--- config.mk ---
export PLATFORM = sky130hd
export DESIGN_NAME = apb_slave_mem
export DESIGN_NICKNAME = d
export VERILOG_FILES = /design/src/rtl/apb_slave_pkg.sv /design/src/rtl/apb_slave_regfile.sv /design/src/rtl/apb_slave_mem.sv
export SDC_FILE = /design/constraint.sdc
export NUM_CORES = 1
export LEC_CHECK = 0
export BUFFER_PORTS_ARGS = -buffer_cell sky130_fd_sc_hd__buf_2
export CAP_MARGIN = 0
export CORE_ASPECT_RATIO = 1.4
export CORE_MARGIN = 2
export CORE_UTILIZATION = 64
export CTS_BUF_LIST = sky130_fd_sc_hd__clkbuf_8
export DETAILED_ROUTE_END_ITERATION = 10
export PLACE_DENSITY = 0.83
export SYNTH_ARGS = -nofsm -noshare
export SYNTH_HDL_FRONTEND = slang
export SYNTH_SLANG_ARGS = --single-unit
--- constraint.sdc ---
create_clock -name clk -period 2.5 [get_ports clk]
set_input_delay 0.375 -clock clk [delete_from_list [all_inputs] [get_ports clk]]
set_output_delay 0.375 -clock clk [all_outputs]
set_load 0.02 [all_outputs]
--- src/rtl/apb_slave_pkg.sv ---
// Shared types and constants for the APB3 register-memory completer.
package apb_slave_pkg;

  typedef enum logic [1:0] {IDLE, ACCESS, DONE} state_e;

  typedef enum logic {OK, SLVERR} err_e;

  localparam int unsigned WORD_BYTES = 4;
  localparam int unsigned WORD_SHIFT = $clog2(WORD_BYTES);

  // Word-index width; a single-word memory still needs one address bit.
  function automatic int unsigned idx_width(input int unsigned depth);
    return (depth > 1) ? $clog2(depth) : 1;
  endfunction

endpackage

--- src/rtl/apb_slave_regfile.sv ---
// DEPTH x DATA_W word memory: async clear, one synchronous write port, one combinational read port.
module apb_slave_regfile
  import apb_slave_pkg::*;
#(
  parameter int unsigned DATA_W = 32,
  parameter int unsigned DEPTH  = 16,
  parameter int unsigned IDX_W  = 4
) (
  input  logic              clk,
  input  logic              rst_n,
  input  logic              we,
  input  logic [IDX_W-1:0]  waddr,
  input  logic [DATA_W-1:0] wdata,
  input  logic [IDX_W-1:0]  raddr,
  output logic [DATA_W-1:0] rdata
);

  logic [DATA_W-1:0] mem [DEPTH];

  always_ff @(posedge clk or negedge rst_n) begin
    if (!rst_n) begin
      for (int unsigned i = 0; i < DEPTH; i++) begin
        mem[i] <= '0;
      end
    end else if (we) begin
      mem[waddr] <= wdata;
    end
  end

  always_comb begin
    rdata = mem[raddr];
  end

endmodule

--- src/rtl/apb_slave_mem.sv ---
// APB3 completer over a word-addressed register memory with a configurable number of wait states.
module apb_slave_mem
  import apb_slave_pkg::*;
#(
  parameter int unsigned       ADDR_W      = 32,
  parameter int unsigned       DATA_W      = 32,
  parameter int unsigned       DEPTH       = 16,
  parameter logic [ADDR_W-1:0] BASE_ADDR   = '0,
  parameter int unsigned       WAIT_STATES = 0
) (
  input  logic              clk,
  input  logic              PRESETn,
  input  logic              PSEL1,
  input  logic              PENABLE,
  input  logic              PWRITE,
  input  logic [ADDR_W-1:0] PADDR,
  input  logic [DATA_W-1:0] PWDATA,
  output logic [DATA_W-1:0] PRDATA,
  output logic              PREADY,
  output logic              PSLVERR
);

  localparam int unsigned IDX_W = idx_width(DEPTH);
  localparam logic [3:0]  WS_CNT = 4'(WAIT_STATES);

  state_e             state, state_nxt;
  logic [3:0]         cnt, cnt_nxt;
  logic [IDX_W-1:0]   lat_idx, lat_idx_nxt;
  logic               lat_write, lat_write_nxt;
  logic [DATA_W-1:0]  lat_wdata, lat_wdata_nxt;
  err_e               lat_err, lat_err_nxt;
  logic               ready_nxt, slverr_nxt;
  logic [DATA_W-1:0]  rdata_nxt;

  logic [ADDR_W-1:0]  offset, word;
  err_e               cur_err;
  logic [IDX_W-1:0]   cur_idx;
  logic [IDX_W-1:0]   rd_idx;
  logic [DATA_W-1:0]  rd_data;
  logic               we;

  // Decode of the live bus address; only consumed in the setup cycle.
  always_comb begin
    offset  = PADDR - BASE_ADDR;
    word    = offset >> WORD_SHIFT;
    cur_err = ((PADDR < BASE_ADDR) || (word >= ADDR_W'(DEPTH)) ||
               (PADDR[WORD_SHIFT-1:0] != '0)) ? SLVERR : OK;
    cur_idx = word[IDX_W-1:0];
  end

  always_ff @(posedge clk or negedge PRESETn) begin
    if (!PRESETn) begin
      state     <= IDLE;
      cnt       <= '0;
      lat_idx   <= '0;
      lat_write <= 1'b0;
      lat_wdata <= '0;
      lat_err   <= OK;
      PREADY    <= 1'b0;
      PSLVERR   <= 1'b0;
      PRDATA    <= '0;
    end else begin
      state     <= state_nxt;
      cnt       <= cnt_nxt;
      lat_idx   <= lat_idx_nxt;
      lat_write <= lat_write_nxt;
      lat_wdata <= lat_wdata_nxt;
      lat_err   <= lat_err_nxt;
      PREADY    <= ready_nxt;
      PSLVERR   <= slverr_nxt;
      PRDATA    <= rdata_nxt;
    end
  end

  always_comb begin
    state_nxt     = state;
    cnt_nxt       = cnt;
    lat_idx_nxt   = lat_idx;
    lat_write_nxt = lat_write;
    lat_wdata_nxt = lat_wdata;
    lat_err_nxt   = lat_err;
    ready_nxt     = 1'b0;
    slverr_nxt    = 1'b0;
    rdata_nxt     = '0;
    we            = 1'b0;
    rd_idx        = lat_idx;

    unique case (state)
      IDLE: begin
        // With zero wait states the response is formed straight from the setup-cycle decode.
        rd_idx = cur_idx;
        if (PSEL1 && !PENABLE) begin
          lat_idx_nxt   = cur_idx;
          lat_write_nxt = PWRITE;
          lat_wdata_nxt = PWDATA;
          lat_err_nxt   = cur_err;
          cnt_nxt       = WS_CNT;
          if (WS_CNT == 4'd0) begin
            state_nxt  = DONE;
            ready_nxt  = 1'b1;
            slverr_nxt = (cur_err == SLVERR);
            rdata_nxt  = (!PWRITE && cur_err == OK) ? rd_data : '0;
          end else begin
            state_nxt = ACCESS;
          end
        end
      end

      ACCESS: begin
        if (PSEL1 && PENABLE) begin
          if (cnt == 4'd1) begin
            state_nxt  = DONE;
            cnt_nxt    = '0;
            ready_nxt  = 1'b1;
            slverr_nxt = (lat_err == SLVERR);
            rdata_nxt  = (!lat_write && lat_err == OK) ? rd_data : '0;
          end else begin
            cnt_nxt = cnt - 4'd1;
          end
        end else begin
          state_nxt = IDLE;
          cnt_nxt   = '0;
        end
      end

      DONE: begin
        state_nxt = IDLE;
        cnt_nxt   = '0;
        we        = PSEL1 && PENABLE && lat_write && (lat_err == OK);
      end

      default: begin
        state_nxt = IDLE;
        cnt_nxt   = '0;
      end
    endcase
  end

  apb_slave_regfile #(
    .DATA_W (DATA_W),
    .DEPTH  (DEPTH),
    .IDX_W  (IDX_W)
  ) u_regfile (
    .clk   (clk),
    .rst_n (PRESETn),
    .we    (we),
    .waddr (lat_idx),
    .wdata (lat_wdata),
    .raddr (rd_idx),
    .rdata (rd_data)
  );

endmodule

==> results.json <==
{
  "cts_inserted_buffers": 85,
  "fin_crit_ns": 2.34,
  "start_kind": "register",
  "r2r_slack_ns": 0.16,
  "utilization": 0.742,
  "power-per-cell-area_nw_per_um2": 688,
  "timing.rr.start": "state[1]$_DFFE_PN0P_",
  "crit_fanout": 32,
  "syn_area_um2": 25500,
  "vias": 16700,
  "n_fill_cell": 2409,
  "die_width_um": 173,
  "finalMaxSlewViolations": 0,
  "dpl.hpwl_mm": 36.3,
  "overflow": 0,
  "grt_pass1_wl_mm": 101,
  "cp.required_ns": 3.03,
  "grt.total_usage": 0.320,
  "io_pins": 103,
  "antenna_found_initial": 1,
  "r2r_end": "PRDATA[9]$_DFF_PN0_",
  "die_h_um": 240,
  "rows": 86,
  "port_buffers": 102,
  "ant_nets": 0,
  "arrival_ns": 2.88,
  "setup_viol_count_final": 0,
  "critical_path_class": "reg -> reg",
  "drt_wl_total_mm": 64.5,
  "rsz0062_at_grt": "no",
  "grt_max_degree": 79,
  "worstHoldStart": "PADDR[3]",
  "fmax_ghz": 0.427,
  "yosys_warnings": 0,
  "min_to": "lat_idx[1]$_DFFE_PN0P_",
  "synthCells": 1890,
  "setup_tns_ns": 0,
  "cts_root_buffer": "clkbuf_8",
  "clock_path_buffers": 3,
  "syn_avg_cell_area_um2": 13.5,
  "worst_slew_pin_slew_ns": 0.764,
  "max-cap-violations": 0,
  "grt_pass1_vias": 18200,
  "drive_gt1_frac": 0.438,
  "core_area_um2": 39400,
  "hp-class": "in -> reg",
  "syn2layout_area_growth_pct": 14.3,
  "routabilityCongestion": 0.796,
  "fin_worst_skew_ns": 0.0253,
  "whs_ns": 0.0467,
  "route.detailed.drc": 0,
  "hold_depth": 2,
  "status": "completed",
  "drt_iter0_drc": 1523,
  "drtPass1Iterations": 5,
  "clock-sinks": 585,
  "stdcell_area_um2": 29200,
  "endpoint_kind": "register",
  "synthDistinctLibCells": 35,
  "nNetsFinal": 2109,
  "clkLatencyLatePin_ns": 0.65,
  "cts_tree": "done",
  "wl_per_cell_um": 24.5,
  "timing.final.crit_share": 0.938,
  "syn_nets": 1959,
  "post_dp_cell_area_um2": 27100,
  "cts_max_level": 3,
  "peakVddDrop_uv": 534,
  "reg2reg_depth": 7,
  "hold_violations": 0,
  "leakage_nw": 14.2,
  "vias_per_cell": 6.34,
  "start_util": 0.649,
  "fp.dieArea_um2": 41600,
  "slew_headroom": 0.491,
  "ys_ff_latch": 585,
  "synth_seq_area_share": 0.573,
  "cts.clk_slew.worst_paths_ns": 0.07
}
cells in the final DEF, fill, tap and decap left out, drive strengths merged, types with 2 or more instances in the layout:
| cell | n |
|---|---|
| nor3b | 2 |
| a22oi | 32 |
| nor3 | 2 |
| nor4 | 8 |
| a22o | 2 |
| nand4 | 36 |
| inv | 29 |
| mux2i | 3 |
| clkinv | 12 |
| nor4b | 3 |
| buf | 176 |
| dlygate4sd3 | 37 |
| o21ai | 33 |
| mux4 | 64 |
| mux2 | 550 |
| nand2 | 264 |
| dfrtp | 585 |
| nand3 | 133 |
| nor2b | 2 |
| nand2b | 3 |
| clkbuf | 109 |
| clkinvlp | 5 |
| bufinv | 2 |
| nor2 | 10 |
worst max-delay path by stage:
stage	from	end	slack [ns]
after global routing	state[1]$_DFFE_PN0P_	PRDATA[6]$_DFF_PN0_	0.07
after detailed placement	PADDR[13]	PRDATA[23]$_DFF_PN0_	0.10
after floorplan	state[1]$_DFFE_PN0P_	PRDATA[21]$_DFF_PN0_	0.45
final	state[1]$_DFFE_PN0P_	PRDATA[9]$_DFF_PN0_	0.16
after CTS	state[1]$_DFFE_PN0P_	PRDATA[7]$_DFF_PN0_	0.02
after global placement	PADDR[9]	PRDATA[15]$_DFF_PN0_	0.28
final cells by class:
class	count	area, um2	share of cell area
flip-flops and latches	585	14600	0.501
multi-input cells	1153	10400	0.355
repair buffers	213	1770	0.0607
clock buffers	109	1500	0.0514
well taps	528	661	0.0226
clock inverters	46	263	0.00900
inverters	2	7.51	0.000257
diodes	1	2.50	0.0000857
cell usage after synthesis:
cell         n  area share
mux2i_1      2     0.00078
mux2_1      18      0.0079
o21ai_1      6      0.0012
mux2_2     532        0.23
nor4b_1      1     0.00034
nand2b_1     3     0.00073
nand2_1    264       0.039
nor4_1       7      0.0017
o21ai_0     27      0.0053
nand3_1    133       0.026
buf_1       19      0.0028
nor4b_2      2      0.0012
mux4_2      64       0.056
or3_1        1     0.00025
inv_1        2     0.00029
a21oi_1      1     0.00020
a22o_1       2     0.00069
dfrtp_1    585        0.57
o21bai_1     1     0.00029
buf_6        1     0.00044
nand3b_1     1     0.00029
nor4_2       1     0.00049
a22oi_1     32      0.0094
mux2i_2      1     0.00054
clkbuf_1    64      0.0094
nor3b_1      2     0.00059
nand4_1     36      0.0088
buf_4       15      0.0044
nor3_1       1     0.00020
nor2_1      10      0.0015
o2bb2ai_1    1     0.00034
nor2b_1      2     0.00049
nor3_2       1     0.00039
buf_2       51       0.010
o21a_1       1     0.00029
power by group:
group	switching, mW	total [mW]	internal (mW)
logic	0.952	1.76	0.810
registers	0.654	10.6	9.91
clock network	3.63	7.76	4.13
registers in the layout, indices dropped and copies added, names as in the netlist:
register,flops
PREADY,1
state,1
lat_write,1
PRDATA,32
PSLVERR,1
lat_err,1
u_regfile.mem,512
lat_wdata,32
lat_idx,4
critical path, cell delays in order, from the launching register on:
cell     delay (ns)
dfrtp_1        0.50
buf_4          0.27
mux2i_1        0.51
nand2_1        0.16
nor3_2         0.22
buf_12         0.29
a22oi_1        0.11
o21ai_0        0.15
per-layer routing:
metal | share of wire | GRT usage
met5 | 0 | 0
met1 | 0.39 | 0.408
met4 | 0.035 | 0.146
met3 | 0.067 | 0.0609
met2 | 0.50 | 0.537
per-stage QoR:
| stage | std cells | total power [mW] | setup WS (ns) |
|---|---|---|---|
| 2_1_floorplan | 1890 | 11.6 | 0.449 |
| 3_3_place_gp | 2443 | 12.3 | 0.285 |
| 3_5_place_dp | 2443 | 12.4 | 0.104 |
| 4_1_cts | 2635 | 20.2 | 0.0201 |
| 5_1_grt | 2637 | 20.9 | 0.0679 |
| 6_report | 2637 | 20.1 | 0.155 |
timing repair:
item / in CTS / in global routing
resized for setup: 0 / 0
buffers inserted: 0 / 1
setup endpoints to repair: 0 / 1
hold buffers: 37 / 0
endpoints found under the hold margin: 82 / 0
kinds of logic (layout without fill, tap and decap cells):
family,Yosys count,after routing,share of synthesized area
AO/OA/AOI/OAI,71,71,0.0177
flip-flops,585,585,0.573
other,0,1,0
multiplexers,617,617,0.300
AND/OR/NAND/NOR,465,465,0.0818
buffers and inverters,152,370,0.0273
(Power assumes the default switching activity.)
